File: config.mk
export PLATFORM = sky130hd
export DESIGN_NAME = lcd_spi_responder
export DESIGN_NICKNAME = d
export VERILOG_FILES = /design/src/rtl/lcd_cmd_pkg.sv /design/src/rtl/lcd_spi_deser.sv /design/src/rtl/lcd_spi_responder.sv
export SDC_FILE = /design/constraint.sdc
export NUM_CORES = 1
export LEC_CHECK = 0
export CORE_MARGIN = 2
export CORE_UTILIZATION = 50
export DETAILED_ROUTE_END_ITERATION = 10
export GPL_ROUTABILITY_DRIVEN = 0
export PLACE_DENSITY = 0.75
export SYNTH_ARGS = -nofsm -noshare
export SYNTH_HDL_FRONTEND = slang
export SYNTH_SLANG_ARGS = --single-unit
File: constraint.sdc
create_clock -name clk -period 3.4 [get_ports clk]
set_input_delay 0.85 -clock clk [delete_from_list [all_inputs] [get_ports clk]]
set_output_delay 0.85 -clock clk [all_outputs]
set_load 0.1 [all_outputs]
File: src/rtl/lcd_cmd_pkg.sv
// Shared opcodes, decoder states and power-on defaults for the SPI LCD command subset.
// Used by the responder, the panel driver and the bench so all agree on encodings.
package lcd_cmd_pkg;

  // Minimum clk periods per lcd_clk period that the receiver samples correctly.
  localparam int CLK_DIV_MIN = 4;

  localparam logic [7:0] OP_SLPIN   = 8'h10;
  localparam logic [7:0] OP_SLPOUT  = 8'h11;
  localparam logic [7:0] OP_INVOFF  = 8'h20;
  localparam logic [7:0] OP_INVON   = 8'h21;
  localparam logic [7:0] OP_DISPOFF = 8'h28;
  localparam logic [7:0] OP_DISPON  = 8'h29;
  localparam logic [7:0] OP_CASET   = 8'h2A;
  localparam logic [7:0] OP_RASET   = 8'h2B;
  localparam logic [7:0] OP_RAMWR   = 8'h2C;
  localparam logic [7:0] OP_MADCTL  = 8'h36;
  localparam logic [7:0] OP_COLMOD  = 8'h3A;

  localparam logic [15:0] DEF_XS = 16'h0000;
  localparam logic [15:0] DEF_XE = 16'h00EF;
  localparam logic [15:0] DEF_YS = 16'h0000;
  localparam logic [15:0] DEF_YE = 16'h013F;

  localparam logic [7:0] DEF_MADCTL = 8'h00;
  localparam logic [7:0] DEF_COLMOD = 8'h66;

  typedef enum logic [1:0] {
    ST_IDLE  = 2'd0,
    ST_CMD   = 2'd1,
    ST_PARAM = 2'd2,
    ST_RAMWR = 2'd3
  } dec_state_e;

endpackage

File: src/rtl/lcd_spi_deser.sv
// Synchronizes the SPI pins, detects lcd_clk rising edges while selected and shifts
// bytes MSB first; a CS rise with a partial byte pending reports an abort.
module lcd_spi_deser (
  input  logic       clk,
  input  logic       reset,
  input  logic       i_lcd_clk,
  input  logic       i_lcd_cs,
  input  logic       i_lcd_rs,
  input  logic       i_lcd_data,
  output logic       o_done,
  output logic [7:0] o_byte,
  output logic       o_is_data,
  output logic       o_abort
);

  logic [1:0] r_clk_sync;
  logic [1:0] r_cs_sync;
  logic [1:0] r_rs_sync;
  logic [1:0] r_data_sync;
  logic       r_clk_d;
  logic       r_cs_d;
  logic [2:0] r_bit_cnt;
  logic [6:0] r_shift;

  logic w_clk;
  logic w_cs;
  logic w_rs;
  logic w_data;
  logic w_rise;
  logic w_cs_rise;

  assign w_clk     = r_clk_sync[1];
  assign w_cs      = r_cs_sync[1];
  assign w_rs      = r_rs_sync[1];
  assign w_data    = r_data_sync[1];
  assign w_rise    = w_clk & ~r_clk_d & ~w_cs;
  assign w_cs_rise = w_cs & ~r_cs_d;

  // CS syncs reset high so leaving reset never looks like a deselect edge.
  always_ff @(posedge clk) begin
    if (reset) begin
      r_clk_sync  <= 2'b00;
      r_cs_sync   <= 2'b11;
      r_rs_sync   <= 2'b00;
      r_data_sync <= 2'b00;
      r_clk_d     <= 1'b0;
      r_cs_d      <= 1'b1;
    end else begin
      r_clk_sync  <= {r_clk_sync[0], i_lcd_clk};
      r_cs_sync   <= {r_cs_sync[0], i_lcd_cs};
      r_rs_sync   <= {r_rs_sync[0], i_lcd_rs};
      r_data_sync <= {r_data_sync[0], i_lcd_data};
      r_clk_d     <= w_clk;
      r_cs_d      <= w_cs;
    end
  end

  always_ff @(posedge clk) begin
    if (reset) begin
      r_bit_cnt <= 3'd0;
      r_shift   <= 7'd0;
      o_done    <= 1'b0;
      o_byte    <= 8'h00;
      o_is_data <= 1'b0;
      o_abort   <= 1'b0;
    end else begin
      o_done  <= 1'b0;
      o_abort <= 1'b0;
      if (w_cs) begin
        r_bit_cnt <= 3'd0;
        o_abort   <= w_cs_rise && (r_bit_cnt != 3'd0);
      end else if (w_rise) begin
        r_bit_cnt <= r_bit_cnt + 3'd1;
        r_shift   <= {r_shift[5:0], w_data};
        if (r_bit_cnt == 3'd7) begin
          o_done    <= 1'b1;
          o_byte    <= {r_shift, w_data};
          o_is_data <= w_rs;
        end
      end
    end
  end

endmodule

File: src/rtl/lcd_spi_responder.sv
// Panel-side model of the write-only SPI LCD link: decodes the command subset into
// register state and turns RAMWR data into addressed RGB565 pixel writes.
import lcd_cmd_pkg::*;

module lcd_spi_responder #(
  parameter int MAX_PARAMS = 4
) (
  input  logic        clk,
  input  logic        reset,
  input  logic        lcd_clk,
  input  logic        lcd_cs,
  input  logic        lcd_rs,
  input  logic        lcd_data,
  output logic        byte_valid,
  output logic [7:0]  byte_data,
  output logic        byte_is_data,
  output logic        pixel_valid,
  output logic [15:0] pixel_x,
  output logic [15:0] pixel_y,
  output logic [15:0] pixel_rgb,
  output logic        frame_done,
  output logic        sleep_out,
  output logic        display_on,
  output logic        inv_on,
  output logic [7:0]  madctl,
  output logic [7:0]  colmod,
  output logic        abort,
  output logic [1:0]  dbg_state
);

  localparam int IW = $clog2(MAX_PARAMS + 1);
  localparam logic [IW-1:0] MAXP = IW'(MAX_PARAMS);

  // byte_valid, pixel_valid, frame_done and abort are single-cycle valid strobes with
  // no ready: the link cannot be stalled, so consumers must take them when they fire.
  logic       w_done;
  logic [7:0] w_byte;
  logic       w_is_data;
  logic       w_abort;

  lcd_spi_deser u_deser (
    .clk        (clk),
    .reset      (reset),
    .i_lcd_clk  (lcd_clk),
    .i_lcd_cs   (lcd_cs),
    .i_lcd_rs   (lcd_rs),
    .i_lcd_data (lcd_data),
    .o_done     (w_done),
    .o_byte     (w_byte),
    .o_is_data  (w_is_data),
    .o_abort    (w_abort)
  );

  dec_state_e    r_state;
  dec_state_e    w_next;
  dec_state_e    w_mode;
  logic [7:0]    r_opcode;
  logic [IW-1:0] r_param_idx;
  logic [7:0]    r_p0;
  logic [7:0]    r_p1;
  logic [7:0]    r_p2;
  logic [15:0]   r_xs;
  logic [15:0]   r_xe;
  logic [15:0]   r_ys;
  logic [15:0]   r_ye;
  logic [15:0]   r_x;
  logic [15:0]   r_y;
  logic          r_phase;
  logic [7:0]    r_hi;

  logic w_cmd_byte;
  logic w_param_byte;
  logic w_pix_byte;
  logic w_x_wrap;
  logic w_y_wrap;

  assign dbg_state = r_state;

  always_ff @(posedge clk) begin
    if (reset) r_state <= ST_IDLE;
    else       r_state <= w_next;
  end

  // CMD lasts one cycle; CS edges never end a command since parameters may span frames.
  always_comb begin
    w_next = r_state;
    if (w_done && !w_is_data)  w_next = ST_CMD;
    else if (r_state == ST_CMD) w_next = (r_opcode == OP_RAMWR) ? ST_RAMWR : ST_PARAM;
  end

  always_comb begin
    w_mode = r_state;
    if (r_state == ST_CMD) w_mode = (r_opcode == OP_RAMWR) ? ST_RAMWR : ST_PARAM;
    w_cmd_byte   = w_done && !w_is_data;
    w_param_byte = w_done && w_is_data && (w_mode == ST_PARAM) && (r_param_idx < MAXP);
    w_pix_byte   = w_done && w_is_data && (w_mode == ST_RAMWR);
    w_x_wrap     = (r_x == r_xe);
    w_y_wrap     = (r_y == r_ye);
  end

  always_ff @(posedge clk) begin
    if (reset) begin
      byte_valid   <= 1'b0;
      byte_data    <= 8'h00;
      byte_is_data <= 1'b0;
      pixel_valid  <= 1'b0;
      pixel_x      <= 16'h0000;
      pixel_y      <= 16'h0000;
      pixel_rgb    <= 16'h0000;
      frame_done   <= 1'b0;
      sleep_out    <= 1'b0;
      display_on   <= 1'b0;
      inv_on       <= 1'b0;
      madctl       <= DEF_MADCTL;
      colmod       <= DEF_COLMOD;
      abort        <= 1'b0;
      r_opcode     <= 8'h00;
      r_param_idx  <= '0;
      r_p0         <= 8'h00;
      r_p1         <= 8'h00;
      r_p2         <= 8'h00;
      r_xs         <= DEF_XS;
      r_xe         <= DEF_XE;
      r_ys         <= DEF_YS;
      r_ye         <= DEF_YE;
      r_x          <= DEF_XS;
      r_y          <= DEF_YS;
      r_phase      <= 1'b0;
      r_hi         <= 8'h00;
    end else begin
      byte_valid  <= w_done;
      abort       <= w_abort;
      pixel_valid <= 1'b0;
      frame_done  <= 1'b0;
      if (w_done) begin
        byte_data    <= w_byte;
        byte_is_data <= w_is_data;
      end

      // A new command also drops any half-received pixel.
      if (w_cmd_byte) begin
        r_opcode    <= w_byte;
        r_param_idx <= '0;
        r_phase     <= 1'b0;
        case (w_byte)
          OP_SLPIN:   sleep_out  <= 1'b0;
          OP_SLPOUT:  sleep_out  <= 1'b1;
          OP_INVOFF:  inv_on     <= 1'b0;
          OP_INVON:   inv_on     <= 1'b1;
          OP_DISPOFF: display_on <= 1'b0;
          OP_DISPON:  display_on <= 1'b1;
          OP_RAMWR: begin
            r_x <= r_xs;
            r_y <= r_ys;
          end
          default: ;
        endcase
      end

      if (w_param_byte) begin
        r_param_idx <= r_param_idx + IW'(1);
        case (r_param_idx)
          IW'(0):  r_p0 <= w_byte;
          IW'(1):  r_p1 <= w_byte;
          IW'(2):  r_p2 <= w_byte;
          default: ;
        endcase
        case (r_opcode)
          OP_CASET: if (r_param_idx == IW'(3)) begin
            r_xs <= {r_p0, r_p1};
            r_xe <= {r_p2, w_byte};
          end
          OP_RASET: if (r_param_idx == IW'(3)) begin
            r_ys <= {r_p0, r_p1};
            r_ye <= {r_p2, w_byte};
          end
          OP_MADCTL: if (r_param_idx == IW'(0)) madctl <= w_byte;
          OP_COLMOD: if (r_param_idx == IW'(0)) colmod <= w_byte;
          default: ;
        endcase
      end

      if (w_pix_byte) begin
        if (!r_phase) begin
          r_hi    <= w_byte;
          r_phase <= 1'b1;
        end else begin
          r_phase     <= 1'b0;
          pixel_valid <= 1'b1;
          pixel_x     <= r_x;
          pixel_y     <= r_y;
          pixel_rgb   <= {r_hi, w_byte};
          if (w_x_wrap) begin
            r_x <= r_xs;
            if (w_y_wrap) begin
              r_y        <= r_ys;
              frame_done <= 1'b1;
            end else begin
              r_y <= r_y + 16'd1;
            end
          end else begin
            r_x <= r_x + 16'd1;
          end
        end
      end
    end
  end

endmodule

# == Word level (Yosys, flattened, before mapping) ==
# Cells that the tools add are included.
# Widths: inputs -> output; s select.
# word_totals
regBits,253
in_bits,6
word_cells,136
output_inout_bits,82
# op_classes
n_reduce_logical,34
n_lt_le_gt_ge,1
n_eq_ne,21
bitwise_logic,10
muxes,25
add_sub_neg,4
# ops
operator,n
$mux 16,11
$eq 8x6->1 const B,10
$add 16x1->16 const B,2
$eq 16x16->1,2
$reduce_and 2->1,9
$eq 8x5->1 const B,2
$reduce_and 3->1,5
$reduce_bool 2->1,5
$mux 1,8
$reduce_or 2->1,4
$not 1->1,7
$add 3x1->3 const B,2
$eq 3x2->1 const B,2
$logic_and 1x1->1,6
$mux 3,2
$pmux 1 s2,3
$eq 2x2->1 const B,2
$reduce_or 4->1,1
$and 1x1->1,3
$eq 3x1->1 const B,1
$eq 3x3->1 const B,1
$logic_not 3->1,1
$lt 3x3->1 const B,1
$reduce_bool 3->1,1
4 further kinds,4

# == Logic depth before layout (Yosys ltp) ==
# Gate-level depths: netlist of run 1.
# depth
depth_word,7
depth_mapped,9
depth_no_buf,7

# == Cells and area by module ==
# From an unflattened synthesis of run 1, not the netlist that was laid out.
# unflattened
hier_cells,1272
area_unflattened_um2,10620.2
# by_module_without_submodules
mod,instances,seq_area_each_um2,area_per_inst_um2,cells_per_inst
lcd_spi_responder,1,4444.3,9547.9,1158
lcd_spi_deser,1,620.6,1072.3,114

# == Worst setup path before layout of run 1 ==
# Ideal clock, no wire load.
# synth_path
path_type,flip-flop to flip-flop
start,"register r_state[0], in the netlist dbg_state[0]"
end,register colmod[7]
path_stages_with_launch,9
path_slack_ps,862
n_path_buf,2
setup_time_ps,128
t_required_ps,3272
arrival_time_ps,2410
period_less_slack_ps,2538
cell_sequence,dfxtp_1 > nor2_1 > nor3_1 > o211ai_1 > buf_2 > nor2_1 > buf_2 > mux2i_1 > nor2_1
# synth_via
elab_chain_len,6
# synth_lines
item,line,rtl
from (decl),lcd_spi_responder.sv:54,dec_state_e r_state;
from (signal assigned),lcd_spi_responder.sv:81,else r_state <= w_next;
$eq 2x1->1,lcd_spi_responder.sv:93,if (r_state == ST_CMD) w_mode = (r_opcode == OP_RAMWR) ? ST_RAMWR : ST_PARAM;
$mux 2 *,--,
$eq 2x2->1 *,lcd_spi_responder.sv:95,w_param_byte = w_done && w_is_data && (w_mode == ST_PARAM) && (r_param_idx < MAXP);
$logic_and 1x1->1 * (2 in series),lcd_spi_responder.sv:95,
$reduce_and 3->1 (no line) *,--,
to (signal assigned),lcd_spi_responder.sv:178,OP_COLMOD: if (r_param_idx == IW'(0)) colmod <= w_byte;
to (decl),lcd_spi_responder.sv:26,"output logic [7:0] colmod,"
# Every way passes the cells marked *; elsewhere a longest branch is shown, timed or not.
# A chain may end at the register's enable or synchronous reset.

# == Final worst setup path of run 1 ==
# layout_path
start,register u_deser.o_is_data
end,register r_x[3]
# layout_via
elab_chain_len,5
word_cells_on_any_way,7
classes_between,mux (3); reduce/logical (4)
# layout_lines
item,line,rtl
from (decl),lcd_spi_deser.sv:12,"output logic o_is_data,"
from (signal assigned),lcd_spi_deser.sv:78,o_is_data <= w_rs;
$logic_not 1->1,lcd_spi_responder.sv:94,w_cmd_byte = w_done && !w_is_data;
$logic_and 1x1->1,lcd_spi_responder.sv:94,
$mux 16,lcd_spi_responder.sv:141,if (w_cmd_byte) begin
$mux 16,lcd_spi_responder.sv:184,if (!r_phase) begin
$mux 16 *,lcd_spi_responder.sv:183,if (w_pix_byte) begin
to (signal assigned),lcd_spi_responder.sv:153,r_x <= r_xs;
to (signal assigned),lcd_spi_responder.sv:194,r_x <= r_xs;
to (signal assigned),lcd_spi_responder.sv:202,r_x <= r_x + 16'd1;
to (decl),lcd_spi_responder.sv:66,logic [15:0] r_x;
# Marks and branches as above.

==> results of run 1 <==
## where the power goes
part	switching, W	total, W	internal (W)
Sequential	0.00000160	0.00297	0.00297
Combinational	0.0000582	0.0000766	0.0000184
Clock	0.00115	0.00276	0.00161
## cell families after synthesis
logic type | synth area share [%]
compound gates | 11.5
simple gates | 21.4
mux | 8.57
xor+xnor | 5.07
flops | 48.1
buf+inv | 4.24
fa+ha+maj | 1.19
## cell usage in the layout (no fill, tap or decap), types with 10 or more instances in the layout
cell type / Yosys / routed
o21ai_0: 12 / 12
nand2_1: 292 / 292
ha_1: 10 / 10
nor3_1: 32 / 31
a21oi_1: 164 / 164
nor2b_1: 17 / 17
xor2_1: 39 / 39
buf_4: 0 / 113
xnor2_1: 22 / 22
nand3_1: 33 / 33
mux2_2: 10 / 10
nor2_1: 90 / 90
dfxtp_1: 253 / 253
mux2i_1: 70 / 70
a311oi_1: 11 / 11
clkbuf_16: 0 / 27
## registers in the layout, summed over array words and instances, names as in the netlist, 16 cells and up
signal and count:
pixel_y 16, r_ys 16, r_x 16, r_xe 16, r_ye 16, r_y 16, pixel_x 16, r_xs 16
pixel_rgb 16
## Yosys cell counts (2+ instances only)
master and number:
clkbuf_1 82, nor3_2 2, nand2_1 292, or4_1 2, mux2i_1 70, buf_6 3
ha_1 10, mux2_2 10, o21ai_0 12, and4_1 6, inv_1 9, nand3_1 33
xnor2_1 22, buf_2 12, or2_2 4, buf_1 3, a211oi_1 8, o32ai_1 4
a21o_1 9, and3_1 6, nor3_1 32, nand2b_1 3, a311oi_1 11, nor2_1 90
mux2_4 6, a21oi_1 164, nor4_1 9, nor2b_1 17, nand4_1 9, dfxtp_1 253
xor2_1 39
## stage by stage
step | setup WS [ns] | instances | utilization, % | hold WS, ns | total power [W]
floorplan | 0.862 | 1251 | - | 0.376 | 0.00309
detailed placement | 0.673 | 1546 | 54.8 | 0.397 | 0.00311
global placement | 0.768 | 1546 | 54.8 | 0.382 | 0.00311
CTS | 0.656 | 1591 | 58.7 | 0.405 | 0.00584
finish | 0.645 | 1591 | 58.7 | 0.400 | 0.00581
global route | 0.468 | 1591 | 58.7 | 0.414 | 0.00595
## worst paths after layout
check,start,end,slack (ns)
max,u_deser.o_is_data,r_x[3],0.64
min,u_deser.r_cs_d,u_deser.o_abort,0.40
max reg2reg,u_deser.o_is_data,r_x[3],0.64
min reg2reg,u_deser.r_cs_d,u_deser.o_abort,0.40
## routing by layer
layer	up-vias	wire, µm	global-route usage [%]
met5	-	0	0
met4	0	798	7.52
met3	57	1530	4.16
met2	255	12100	38.8
met1	4103	11700	31.3
li1	4291	-	-
## cell type report
cell class | count | area, µm² | area share (%)
Sequential cell | 253 | 5060 | 41.4
Multi-Input combinational cell | 889 | 5030 | 41.1
Timing Repair Buffer | 120 | 940 | 7.68
Clock buffer | 40 | 764 | 6.25
Tap cell | 275 | 344 | 2.81
Clock inverter | 5 | 52.6 | 0.430
Inverter | 9 | 33.8 | 0.276
## critical path: cells and delay by family, from the launching register on
kind	cells	cell delay (ns)
muxes	1	0.31
and+or+nand+nor	4	1.42
AOI/OAI and AO/OA	1	0.26
buffers and inverters	1	0.32
DFF	1	0.34
==> qor.yml, run 1 <==
routing:
  drc: 0
  drt_iter0_markers: 562
  vias: 8706
  drtAntennaViolNets: 0
  viasPerCell: 5.47
  post_drt_wl_per_cell_um: 16.4
  routed_wirelength_um: 26100
  drt-pass1-iter-count: 5
synth:
  synth_edf_count: 0
  yosysWarningCount: 0
  synthCells: 1251
  synth.area.top_cells: "dfxtp_1 48%, nand2_1 10%, a21oi_1 7.8%, mux2i_1 6.6%, xor2_1 3.2%"
  ys.flop_type: "dfxtp_1"
  ys_types: 50
  synth_top_area_share_pct: 48.1
  syn_area_um2: 10500
  yosysTopAreaCell: "dfxtp_1"
  synth-seq-cells: 253
  async_flop_share_pct: 0
  synth_nets: 1267
  seq_area_frac_synth_pct: 48.1
  syn_avg_cell_area_um2: 8.42
clock_tree:
  cts_buffers: 26
  clock-sinks: 253
  cts_tree: "yes"
  post_cts_buffers: 0
  clk_path_buf_depth: 3
  cts_root_buf: "clkbuf_16"
  cts_hold_buf: 0
  clock_latency_ns: 0.53
  cts.clk_slew.worst_paths_ns: 0.06
  cts-htree-levels: 1
  cts_resized: 0
power_and_ir_drop:
  powerDensity_nw_per_um2: 475
  power.leakage_nw: 4.66
  vdd_drop_max_mv: 0.354
setup_path:
  reg2reg_depth: 7
  crit_path_top_delay_cell: "or4_1"
  path_class: "reg2reg"
  arrival_ns: 3.19
  cp_slowest_stage_delay_ns: 0.53
  critical_path.startpoint_type: "flip-flop"
  cp_cell_sequence: "nand2b_1 -> or4_1 -> or4_1 -> buf_4 -> mux2_2 -> nor2_1 -> a311oi_1"
  critPathMaxFanout: 32
  cpMostUsedCell: "or4_1"
  required_ns: 3.83
  endpoint_kind: "flip-flop"
final_layout:
  fin_nets: 1315
  final_cell_area_um2: 12200
  diodes: 0
  fill_cells: 1911
  drive_above_1_share_pct: 13.8
  syn_to_final_growth_pct: 16.1
timing:
  tightest_slew_ns: 0.926
  period_share_pct: 81.0
  timing_hold_violations_final: 0
  maxSlewHeadroom_pct: 37.9
  fmax_mhz: 363
  slew_violations: 0
  finClkSkew_ns: 0.0158
  final.setup.tns_ns: 0
  rsz0062_at_grt: "false"
  fin_crit_ns: 2.76
  setup_viol: 0
worst_hold_path:
  min_path_cells: 1
  hold_class: "reg2reg"
flow_run:
  drv_cap: 0
global_routing:
  track_usage_pct: 23.5
  grt_overflow_total: 0
  grt_pass1_vias: 8200
  antenna_found_initial: 0
  grt_pass1_wl_um: 42600
  grt_max_degree: 87
floorplanning:
  initial_core_util_pct: 50.6
  ios: 88
  core_area_um2: 20800
  rows: 53
  die-height_um: 149
  design.die.area_um2: 22300
  die_x_um: 149
placement:
  postPlaceCellArea_um2: 11400
  io_buffers: 87
  dp_hpwl_um: 17000
run_status:
  status: "finished clean"
No activity file was read; power rests on OpenSTA's default activity.
==> run 2, diff against run 1 <==
--- a/config.mk
+++ b/config.mk
@@ -9,7 +9,7 @@
 export CORE_UTILIZATION = 50
 export DETAILED_ROUTE_END_ITERATION = 10
 export GPL_ROUTABILITY_DRIVEN = 0
-export PLACE_DENSITY = 0.75
+export PLACE_DENSITY = 0.78
 export SYNTH_ARGS = -nofsm -noshare
 export SYNTH_HDL_FRONTEND = slang
 export SYNTH_SLANG_ARGS = --single-unit
==> constraint.sdc (replaced) <==
create_clock -name clk -period 2.5 [get_ports clk]
set_input_delay 0.625 -clock clk [delete_from_list [all_inputs] [get_ports clk]]
set_output_delay 0.625 -clock clk [all_outputs]
set_load 0.1 [all_outputs]
==> run 2 against run 1 <==
Net effect: count of clock-buffer cells in the layout down 5; fmax increased by 17%; final cell count up 1.3%; largest power group unchanged.
==> qor.yml, run 2 (synthesis gave the netlist of run 1 again) <==
run_status:
  status: "finished clean"  # unchanged
setup_path:
  path_class: "reg2reg"  # unchanged
  arrival_ns: 2.78  # was 3.19 ns
  reg2reg_depth: 7  # unchanged
  critical_path.startpoint_type: "flip-flop"  # unchanged
  required_ns: 2.92  # was 3.83 ns
  r2r-start: "u_deser.o_is_data"  # unchanged
  critPathMaxFanout: 32  # unchanged
  rr_endpoint: "r_x[4]"  # was r_x[3]
  regToRegSetupSlack_ns: 0.14  # was 0.64 ns
  endpoint_kind: "flip-flop"  # unchanged
placement:
  dp_hpwl_um: 17200  # was 17000 µm
  io_buffers: 87  # unchanged
  pre_cts_ws_ns: 0.138  # was 0.673 ns
floorplanning:
  die-height_um: 149  # unchanged
  initial_core_util_pct: 50.6  # unchanged
  core_area_um2: 20800  # unchanged
  rows: 53  # unchanged
  ios: 88  # unchanged
  die_x_um: 149  # unchanged
  design.die.area_um2: 22300  # unchanged
timing:
  finClkSkew_ns: 0.00943  # was 0.0158 ns
  tightest_slew_ns: 0.567  # was 0.926 ns
  slew_violations: 0  # unchanged
  rsz0062_at_grt: "false"  # unchanged
  period_share_pct: 94.5  # was 81.0%
  fmax_mhz: 423  # was 363 MHz
  fin_crit_ns: 2.36  # was 2.76 ns
  setup_ws_ns: 0.137  # was 0.645 ns
  whs_ns: 0.394  # was 0.400 ns
  final.setup.tns_ns: 0  # unchanged
  setup_viol: 0  # unchanged
  maxSlewHeadroom_pct: 61.8  # was 37.9%
  timing_hold_violations_final: 0  # unchanged
clock_tree:
  cts_root_buf: "clkbuf_16"  # unchanged
  clock_latency_ns: 0.52  # was 0.53 ns
  cts_hold_buf: 0  # unchanged
  cts_buffers: 26  # unchanged
  clk_path_buf_depth: 3  # unchanged
  cts_tree: "yes"  # unchanged
  clock-sinks: 253  # unchanged
  cts.clk_slew.worst_paths_ns: 0.06  # about the same
  cts-htree-levels: 1  # unchanged
worst_hold_path:
  holdPathEnd: "u_deser.o_abort"  # unchanged
  hold_class: "reg2reg"  # unchanged
  min_path_cells: 1  # unchanged
  hp-start: "u_deser.r_cs_d"  # unchanged
global_routing:
  antenna_found_initial: 0  # unchanged
  grt_max_degree: 70  # was 87
  grt_overflow_total: 0  # unchanged
  grt_pass1_wl_um: 41500  # was 42600 µm
  track_usage_pct: 22.9  # was 23.5%
  grt_pass1_vias: 8133  # was 8200
final_layout:
  final_common_cell: "nand2_1"  # unchanged
  syn_to_final_growth_pct: 18.3  # was 16.1%
  fin_nets: 1333  # was 1315
  drive_above_1_share_pct: 15.6  # was 13.8%
  mostFrequentLayoutCells: "292 x nand2_1, 251 x dfxtp_1, 164 x a21oi_1"  # was 292 x nand2_1, 253 x dfxtp_1, 164 x a21oi_1
  fill_cells: 1853  # was 1911
  sequential_cell_area_um2: 5070  # was 5060 µm²
  diodes: 0  # unchanged
  multi_input_area_um2: 5040  # was 5030 µm²
routing:
  viasPerCell: 5.47  # about the same
  drt_iter0_markers: 508  # was 562
  vias: 8817  # was 8706
  routed_wirelength_um: 26100  # about the same
  post_drt_wl_per_cell_um: 16.2  # was 16.4 µm
  drt-pass1-iter-count: 5  # unchanged
  drtAntennaViolNets: 0  # unchanged
  drc: 0  # unchanged
flow_run:
  drv_cap: 0  # unchanged
power_and_ir_drop:
  vdd_drop_max_mv: 0.456  # was 0.354 mV
  power.leakage_nw: 4.80  # was 4.66 nW
  powerDensity_nw_per_um2: 633  # was 475 nW/µm²
-- run 2: cell types whose count changed in the layout (fill, tap and decap cells not counted), moves of 2 or more --
cell and change:
clkbuf_1 -4, buf_4 +12, dfxtp_2 +2, dfxtp_1 -2, clkinv_2 +4, buf_12 +6
-- run 2: stage by stage --
stage                     util [%]  cell area [µm²]  instances  total power [W]
after floorplan                  -            10500       1251          0.00420
after global placement        55.8            11600       1563          0.00424
after detailed placement      55.8            11600       1563          0.00424
after CTS                     59.8            12500       1610          0.00796
after global routing          59.9            12500       1611          0.00811
final                         59.9            12500       1611          0.00789
-- run 2: layer usage --
layer / routed length, µm / up-vias / GRT usage [%] / share of wire (%)
met5: 0 / - / 0 / 0
met4: 820 / 0 / 8.19 / 3.1
met3: 1620 / 63 / 4.01 / 6.2
met2: 12200 / 275 / 37.9 / 47
met1: 11500 / 4141 / 30.2 / 44
li1: - / 4338 / - / -
-- run 2: where the power goes --
part	total [W]	switching [W]	internal, W
clock network	0.00375	0.00157	0.00217
registers	0.00404	0.00000219	0.00404
logic	0.000107	0.0000774	0.0000294
-- run 2: repair_timing --
action                     4_1_cts  5_1_grt
setup endpoints to repair        0        8
buffers inserted                 0        1
gates resized for setup          0        2
-- run 2: worst max path at each step --
stage,start,end,depth (start not counted)
floorplan,u_deser.o_is_data,r_x[5],8
global placement,r_opcode[4],r_y[0],6
detailed placement,r_opcode[4],r_x[15],6
CTS,r_opcode[4],r_x[15],6
global route,u_deser.o_is_data,r_x[4],7
finish,u_deser.o_is_data,r_x[4],7
-- run 2: layout make-up --
type / count / share of cell area (%)
Inverter: 9 / 0.271
Tap cell: 275 / 2.76
Sequential cell: 253 / 40.6
Multi-Input combinational cell: 889 / 40.4
Clock buffer: 35 / 5.90
Clock inverter: 12 / 0.783
Timing Repair Buffer: 138 / 9.22
-- run 2: critical path, stage by stage (launching register included) --
cell	delay (ns)
dfxtp_1	0.30
nand2b_1	0.15
or4_1	0.47
or4_1	0.55
buf_12	0.23
mux2_2	0.25
nor2_1	0.04
a311oi_1	0.26
==> run 3, diff against run 2 <==
--- a/config.mk
+++ b/config.mk
@@ -10,6 +10,7 @@
 export DETAILED_ROUTE_END_ITERATION = 10
 export GPL_ROUTABILITY_DRIVEN = 0
 export PLACE_DENSITY = 0.78
+export SLEW_MARGIN = 5
 export SYNTH_ARGS = -nofsm -noshare
 export SYNTH_HDL_FRONTEND = slang
 export SYNTH_SLANG_ARGS = --single-unit
==> results of run 3 <==
The final DEF is identical to that of run 2; final timing and power are the same.
